## src/rtl/div_pkg.sv

```systemverilog
// rtl/div_pkg.sv - shared FSM state type and sizing helpers for the sequential divider
package div_pkg;

  typedef enum logic [1:0] {
    IDLE = 2'd0,
    CALC = 2'd1,
    FIX  = 2'd2,
    DONE = 2'd3
  } div_state_e;

  // All-ones quotient reported on divide-by-zero, right-aligned to dw bits
  function automatic logic [63:0] dbz_quot(input int dw);
    return {64{1'b1}} >> (64 - dw);
  endfunction

  function automatic int cnt_w(input int dw);
    return (dw < 2) ? 1 : $clog2(dw);
  endfunction

endpackage

```

## src/rtl/div_seq_param_if.sv

```systemverilog
// rtl/div_seq_param_if.sv - operand/result valid-ready bundle for div_seq_param
interface div_seq_param_if #(
  parameter int DW = 16,
  parameter int VW = 8
);
  logic          in_valid;
  logic          in_ready;
  logic [DW-1:0] dividend;
  logic [VW-1:0] divisor;
  logic          out_valid;
  logic          out_ready;
  logic [DW-1:0] quotient;
  logic [VW-1:0] remainder;
  logic          dbz;

  modport master (
    output in_valid, dividend, divisor, out_ready,
    input  in_ready, out_valid, quotient, remainder, dbz
  );

  modport slave (
    input  in_valid, dividend, divisor, out_ready,
    output in_ready, out_valid, quotient, remainder, dbz
  );
endinterface

```

## src/rtl/div_step.sv

```systemverilog
// rtl/div_step.sv - one combinational restoring-division iteration
module div_step #(
  parameter int VW = 8
) (
  input  logic [VW-1:0] i_pr,
  input  logic          i_bit,
  input  logic [VW-1:0] i_div,
  output logic [VW-1:0] o_pr,
  output logic          o_qbit
);
  // The VW+1-bit shifted remainder only needs its top bit for the compare;
  // a successful subtraction always leaves a value below the divisor.
  logic [VW:0]   w_sh;
  logic [VW-1:0] w_diff;
  logic          w_ge;

  assign w_sh   = {i_pr, i_bit};
  assign w_ge   = (w_sh >= {1'b0, i_div});
  assign w_diff = w_sh[VW-1:0] - i_div;
  assign o_pr   = w_ge ? w_diff : w_sh[VW-1:0];
  assign o_qbit = w_ge;
endmodule

```

## src/rtl/div_seq_param.sv

```systemverilog
// rtl/div_seq_param.sv - multi-cycle restoring divider, one quotient bit per clock
// Optional signed operation selected by DIV_SIGNED_EN.
module div_seq_param
  import div_pkg::*;
#(
  parameter int DW = 16,
  parameter int VW = 8
) (
  input  logic             clk,
  input  logic             rst,
  div_seq_param_if.slave   bus
);
  localparam int            CW        = cnt_w(DW);
  localparam logic [63:0]   DBZ_Q_ALL = dbz_quot(DW);
  localparam logic [CW-1:0] CNT_LOAD  = CW'(DW - 1);

  div_state_e    r_state, w_state_nxt;
  logic [CW-1:0] r_cnt;
  logic [DW-1:0] r_dq, r_q;
  logic [VW-1:0] r_pr, r_dvs, r_rem;
  logic          r_dbz;

  logic          w_accept, w_dbz_in, w_qbit;
  logic [VW-1:0] w_pr_nxt;
  logic [DW-1:0] w_dq_nxt, w_dd_mag;
  logic [VW-1:0] w_dv_mag;

`ifdef DIV_SIGNED_EN
  logic r_neg_q, r_neg_r;
  // Magnitudes of the most-negative values read back correctly as unsigned
  assign w_dd_mag = bus.dividend[DW-1] ? -bus.dividend : bus.dividend;
  assign w_dv_mag = bus.divisor[VW-1]  ? -bus.divisor  : bus.divisor;
`else
  assign w_dd_mag = bus.dividend;
  assign w_dv_mag = bus.divisor;
`endif

  assign w_accept = bus.in_valid && (r_state == IDLE);
  assign w_dbz_in = (bus.divisor == '0);
  assign w_dq_nxt = {r_dq[DW-2:0], w_qbit};

  div_step #(.VW(VW)) u_step (
    .i_pr  (r_pr),
    .i_bit (r_dq[DW-1]),
    .i_div (r_dvs),
    .o_pr  (w_pr_nxt),
    .o_qbit(w_qbit)
  );

  always_ff @(posedge clk or posedge rst) begin
    if (rst) r_state <= IDLE;
    else     r_state <= w_state_nxt;
  end

  always_comb begin
    w_state_nxt = r_state;
    case (r_state)
      IDLE: if (w_accept) w_state_nxt = w_dbz_in ? DONE : CALC;
      CALC: if (r_cnt == '0) begin
`ifdef DIV_SIGNED_EN
        w_state_nxt = FIX;
`else
        w_state_nxt = DONE;
`endif
      end
`ifdef DIV_SIGNED_EN
      FIX:  w_state_nxt = DONE;
`endif
      DONE: if (bus.out_ready) w_state_nxt = IDLE;
      default: w_state_nxt = IDLE;
    endcase
  end

  assign bus.in_ready  = (r_state == IDLE);
  assign bus.out_valid = (r_state == DONE);
  assign bus.quotient  = r_q;
  assign bus.remainder = r_rem;
  assign bus.dbz       = r_dbz;

  always_ff @(posedge clk or posedge rst) begin
    if (rst) begin
      r_cnt <= '0;
      r_dq  <= '0;
      r_pr  <= '0;
      r_dvs <= '0;
      r_q   <= '0;
      r_rem <= '0;
      r_dbz <= 1'b0;
`ifdef DIV_SIGNED_EN
      r_neg_q <= 1'b0;
      r_neg_r <= 1'b0;
`endif
    end else begin
      case (r_state)
        IDLE: if (w_accept) begin
          if (w_dbz_in) begin
            r_q   <= DBZ_Q_ALL[DW-1:0];
            r_rem <= '0;
            r_dbz <= 1'b1;
          end else begin
            r_dq  <= w_dd_mag;
            r_dvs <= w_dv_mag;
            r_pr  <= '0;
            r_cnt <= CNT_LOAD;
`ifdef DIV_SIGNED_EN
            r_neg_q <= bus.dividend[DW-1] ^ bus.divisor[VW-1];
            r_neg_r <= bus.dividend[DW-1];
`endif
          end
        end
        CALC: begin
          r_dq <= w_dq_nxt;
          r_pr <= w_pr_nxt;
          if (r_cnt != '0) begin
            r_cnt <= r_cnt - CW'(1);
          end else begin
`ifndef DIV_SIGNED_EN
            r_q   <= w_dq_nxt;
            r_rem <= w_pr_nxt;
            r_dbz <= 1'b0;
`endif
          end
        end
`ifdef DIV_SIGNED_EN
        FIX: begin
          r_q   <= r_neg_q ? -r_dq : r_dq;
          r_rem <= r_neg_r ? -r_pr : r_pr;
          r_dbz <= 1'b0;
        end
`endif
        default: ;
      endcase
    end
  end
endmodule

```

## src/flat_wrapper.sv

```systemverilog
// flat-port wrapper written by rule: the top's interface ports become plain ports
module div_seq_param_flat import div_pkg::*;
#(
  parameter int DW = 16,
  parameter int VW = 8
)
  (clk, rst, bus_in_valid, bus_dividend, bus_divisor, bus_out_ready, bus_in_ready, bus_out_valid, bus_quotient, bus_remainder, bus_dbz);
  div_seq_param_if #(.DW(DW), .VW(VW)) bus_i ();
  input  logic clk;
  input  logic rst;
  input wire logic [$bits(bus_i.in_valid)-1:0] bus_in_valid;
  input wire logic [$bits(bus_i.dividend)-1:0] bus_dividend;
  input wire logic [$bits(bus_i.divisor)-1:0] bus_divisor;
  input wire logic [$bits(bus_i.out_ready)-1:0] bus_out_ready;
  output wire logic [$bits(bus_i.in_ready)-1:0] bus_in_ready;
  output wire logic [$bits(bus_i.out_valid)-1:0] bus_out_valid;
  output wire logic [$bits(bus_i.quotient)-1:0] bus_quotient;
  output wire logic [$bits(bus_i.remainder)-1:0] bus_remainder;
  output wire logic [$bits(bus_i.dbz)-1:0] bus_dbz;
  assign bus_i.in_valid = bus_in_valid;
  assign bus_i.dividend = bus_dividend;
  assign bus_i.divisor = bus_divisor;
  assign bus_i.out_ready = bus_out_ready;
  assign bus_in_ready = bus_i.in_ready;
  assign bus_out_valid = bus_i.out_valid;
  assign bus_quotient = bus_i.quotient;
  assign bus_remainder = bus_i.remainder;
  assign bus_dbz = bus_i.dbz;
  div_seq_param #(.DW(DW), .VW(VW)) u_core (.clk(clk), .rst(rst), .bus(bus_i));
endmodule
```

## config.mk

```make
export PLATFORM = sky130hd
export DESIGN_NAME = div_seq_param_flat
export DESIGN_NICKNAME = d
export VERILOG_FILES = /design/src/rtl/div_pkg.sv /design/src/rtl/div_seq_param_if.sv /design/src/rtl/div_step.sv /design/src/rtl/div_seq_param.sv /design/src/flat_wrapper.sv
export SDC_FILE = /design/constraint.sdc
export NUM_CORES = 1
export LEC_CHECK = 0
export ABC_AREA = 1
export CORE_MARGIN = 10
export CORE_UTILIZATION = 45
export CTS_BUF_LIST = sky130_fd_sc_hd__clkbuf_16
export CTS_CLUSTER_SIZE = 14
export DETAILED_ROUTE_END_ITERATION = 12
export GPL_ROUTABILITY_DRIVEN = 0
export PLACE_DENSITY = 0.77
export RECOVER_POWER = 50
export SLEW_MARGIN = 20
export SYNTH_ARGS = -nofsm -noshare
export SYNTH_HDL_FRONTEND = slang
export SYNTH_SLANG_ARGS = --single-unit
```

## constraint.sdc

```tcl
create_clock -name clk -period 2.4 [get_ports clk]
set_clock_uncertainty 0.2 [all_clocks]
set_input_delay 0.72 -clock clk [delete_from_list [all_inputs] [get_ports clk]]
set_output_delay 0.72 -clock clk [all_outputs]
set_load 0.005 [all_outputs]
```

==> results of run 1 <==
==> through the flow <==
stage               instances  instance area [um^2]  hold slack, ns
floorplan                 397                  3290           0.241
global placement          553                  4010           0.257
detailed placement        553                  4010           0.269
CTS                       569                  4360           0.282
global route              570                  4360           0.307
finish                    570                  4360           0.274
==> repair_timing <==
item,4_1_cts,5_1_grt
buffers inserted,0,1
endpoints found under the setup margin,2,2
gates cloned,0,0
resized for setup,2,1
==> per-layer routing <==
| metal | vias up | GRT usage [%] |
|---|---|---|
| li1 | 1416 | - |
| met1 | 1314 | 18.3 |
| met2 | 59 | 25.2 |
| met3 | 10 | 3.65 |
| met4 | 0 | 5.20 |
| met5 | - | 0 |
==> layout by cell type (no fill, tap or decap), types with 12 or more instances in the layout <==
| cell type | netlist | layout |
|---|---|---|
| sky130_fd_sc_hd__o21ai_2 | 15 | 15 |
| sky130_fd_sc_hd__buf_4 | 0 | 14 |
| sky130_fd_sc_hd__nand3_1 | 25 | 25 |
| sky130_fd_sc_hd__nor2_1 | 41 | 40 |
| sky130_fd_sc_hd__dfrtp_1 | 63 | 61 |
| sky130_fd_sc_hd__inv_1 | 33 | 32 |
| sky130_fd_sc_hd__dlygate4sd3_1 | 0 | 13 |
| sky130_fd_sc_hd__o31ai_1 | 14 | 14 |
| sky130_fd_sc_hd__nand2_1 | 134 | 134 |
| sky130_fd_sc_hd__o21ai_0 | 12 | 12 |
| sky130_fd_sc_hd__clkdlybuf4s50_1 | 0 | 41 |
==> power by group through the flow <==
stage                     combinational, mW  sequential (mW)  clock, mW
after floorplan                        2.69             1.85          0
after CTS                              3.82             1.92       1.52
after global placement                 3.65             1.92          0
final                                  3.78             1.92       1.50
after global routing                   4.33             1.98       1.56
after detailed placement               3.77             1.92          0
==> logic make-up after synthesis <==
kind of cell               count (synthesis)  share of synthesized area (%)
DFF                                       63                           48.0
buffers and inverters                     51                           7.47
and+or+nand+nor                          214                           27.6
AOI/OAI and AO/OA                         55                           11.9
xor gates and xnor gates                   4                           1.07
adders and majority gates                 10                           4.04
==> layout make-up <==
class / count / area, um^2 / area share (%)
clock buffer: 9 / 225 / 5.17
tap: 99 / 124 / 2.84
sequential: 63 / 1580 / 36.3
multi-input combinational: 283 / 1460 / 33.6
timing repair buffer: 71 / 693 / 15.9
inverter: 38 / 150 / 3.45
clock inverter: 7 / 120 / 2.76
==> state kept, by name (all words and copies together), names as in the netlist <==
| signal | flops |
|---|---|
| u_core.r_dq | 16 |
| u_core.r_pr | 8 |
| u_core.r_cnt | 4 |
| u_core.bus.dbz | 1 |
| u_core.bus.quotient | 16 |
| u_core.r_state | 2 |
| u_core.r_dvs | 8 |
| u_core.bus.remainder | 8 |
==> critical path, delay by kind of cell (launching register included) <==
family,cells,cell delay [ns]
flip-flops,1,0.44
buffers and inverters,1,0.52
AND/OR/NAND/NOR,1,0.13
==> worst paths after layout <==
kind,from,endpoint,slack [ns],cells past startpoint
max in group asynchronous,rst,u_core.r_state[1]$_DFFE_PP0P_,0.43,3
min in group asynchronous,rst,u_core.bus.dbz$_DFFE_PP0P_,0.96,3
hold / removal,u_core.bus.quotient[12]$_DFFE_PP0P_,u_core.bus.quotient[12]$_DFFE_PP0P_,0.27,2
setup / recovery,u_core.r_state[0]$_DFFE_PP0P_,bus_in_ready,0.07,2
hold reg to reg,u_core.bus.quotient[12]$_DFFE_PP0P_,u_core.bus.quotient[12]$_DFFE_PP0P_,0.27,2
setup reg to reg,u_core.r_pr[2]$_DFFE_PP0P_,u_core.bus.remainder[5]$_DFFE_PP0P_,0.26,11
==> results_dict.tcl, run 1 <==
set metrics [dict create \
    status "finished, final reports clean" \
    grt_first_pass_wirelength_mm 13.9 \
    netlist_area_um2 3280 \
    synth.cells.most_frequent "sky130_fd_sc_hd__nand2_1 (134), sky130_fd_sc_hd__dfrtp_1 (63), sky130_fd_sc_hd__nor2_1 (41), sky130_fd_sc_hd__inv_1 (33), sky130_fd_sc_hd__nand3_1 (25)" \
    cts.sinks 63 \
    syn_inst 397 \
    flow.area_growth_from_synthesis_pct 32.7 \
    fp.dieArea_um2 11100 \
    maxCapViolCount 0 \
    drt_drc_violations_left 0 \
    ys_seq_elements 63 \
    critical_path_arrival_ns 1.41 \
    post_detailed_route_wirelength_per_cell_um 13.9 \
    avgViaCountPerCell 4.91 \
    crit_required_ns 1.48 \
    synth.top_cell.area_share_pct 48.0 \
    dp_hpwl_mm 5.61 \
    drive_above_1_share_pct 14.9 \
    first_pass_drt_iterations 5 \
    cp_peak_stage_delay_ns 0.52 \
    yosys_most_used_dff "sky130_fd_sc_hd__dfrtp_1" \
    synth_sequential_area_ratio_pct 48.0 \
    globalRouteOverflowTotal 0 \
    total_neg_setup_slack_ns 0 \
    synth_area_leader "sky130_fd_sc_hd__dfrtp_1" \
    synth.most_common_cell "sky130_fd_sc_hd__nand2_1" \
    post-route-period-util_pct 97.2 \
    die_x_um 105 \
    number_of_distinct_library_cell_variants_in_the_gate_level_netlist_after_synthesis 32 \
    post-route-util_pct 60.7 \
    detail-route-antenna-nets 0 \
    final_net_count 504 \
    via_count_of_the_first_global_routing_pass 2984 \
    place_ws_ns -0.130 \
    swShare_pct 41.9 \
    synth_fp_nets 435 \
    worst_setup_hold_path_clk_slew_ns 0.05 \
    dr_total_vias 2799 \
    max-vdd-ir-drop_mv 0.773 \
    setup_viol 0 \
    synth_async_sr_flop_share_pct 100 \
    netlist_top_cells_area "sky130_fd_sc_hd__dfrtp_1 (48%), sky130_fd_sc_hd__nand2_1 (15%), sky130_fd_sc_hd__nor2_1 (4.7%), sky130_fd_sc_hd__o21ai_2 (4.0%), sky130_fd_sc_hd__nand3_1 (3.8%)" \
    cellInternalPower_mw 4.18 \
    n_antenna_cell 0 \
    net-switching-power_mw 3.02 \
    worst_slew_margin_rel_pct 42.9 \
    placement.io_buffers 54 \
    top_metal_used "met4" \
    worst_slew_pin_slew_ns 0.857 \
    root_buffer "sky130_fd_sc_hd__clkbuf_16" \
    min_period_ns 2.33 \
    worst-setup-path-type "register to primary output" \
    power.density_nw_per_um2 1650 \
    syn_avg_cell_area_um2 8.27 \
    crit_path_top_delay_cell "sky130_fd_sc_hd__clkdlybuf4s50_1" \
    max_freq_mhz 429 \
    clock_insertion_delay_worst_skew_ns 0.33 \
    power_mw 7.20 \
    cts_made_buffers 9 \
    tritoncts "built" \
    path_cells "nor2_2 -> clkdlybuf4s50_1" \
    dr_wl_met3_um 329 \
    number_of_buffers_added_to_fix_hold_violations_after_cts 0 \
    start_util_pct 45.8 \
    final_hold_vios 0 \
    power.clock.fraction_pct 20.9 \
    rsz0062_at_grt "no" \
    synthesis.yosys.warnings 0 \
    antenna_found_initial 0 \
    nFillCells 583 \
    drv_slew 0 \
    placeableCoreArea_um2 7180 \
    met2_length_mm 3.91 \
    htree_levels 3 \
    critical_path_peak_fanout 4 \
    hp-class "register to register" \
    comb_power_share_pct 52.5 \
    postLayoutSetupSlackWorst_ns 0.0680 \
    detail_route.iter0.violations 115 \
    floorplan.rows 31 \
    pin_count_of_the_biggest_net_entering_global_routing 64 \
    seqPwrFrac_pct 26.6 \
    cp-end-kind "primary output" \
    fp.dieH_um 105 \
    met1Wirelength_mm 3.59 \
    cts_max_path_buffers 2 \
    detail_route.wirelength_mm 7.93 \
    track_usage_pct 15.0 \
    startpoint_type "register" \
    static_leakage_nw 2.16 \
    synth_edf_count 0 \
    io-pin-count 55 \
]
Note: power is estimated with default switching activity, not from simulation.
==> run 2: changes to the inputs <==
- SKIP_LAST_GASP: not set -> 1
==> results of run 2 <==
The final DEF is identical to that of run 1; final timing and power are the same.
==> run 3: changes to the inputs <==
- SLEW_MARGIN: 20 -> not set
==> results of run 3 <==
The final DEF is identical to that of run 1; final timing and power are the same.
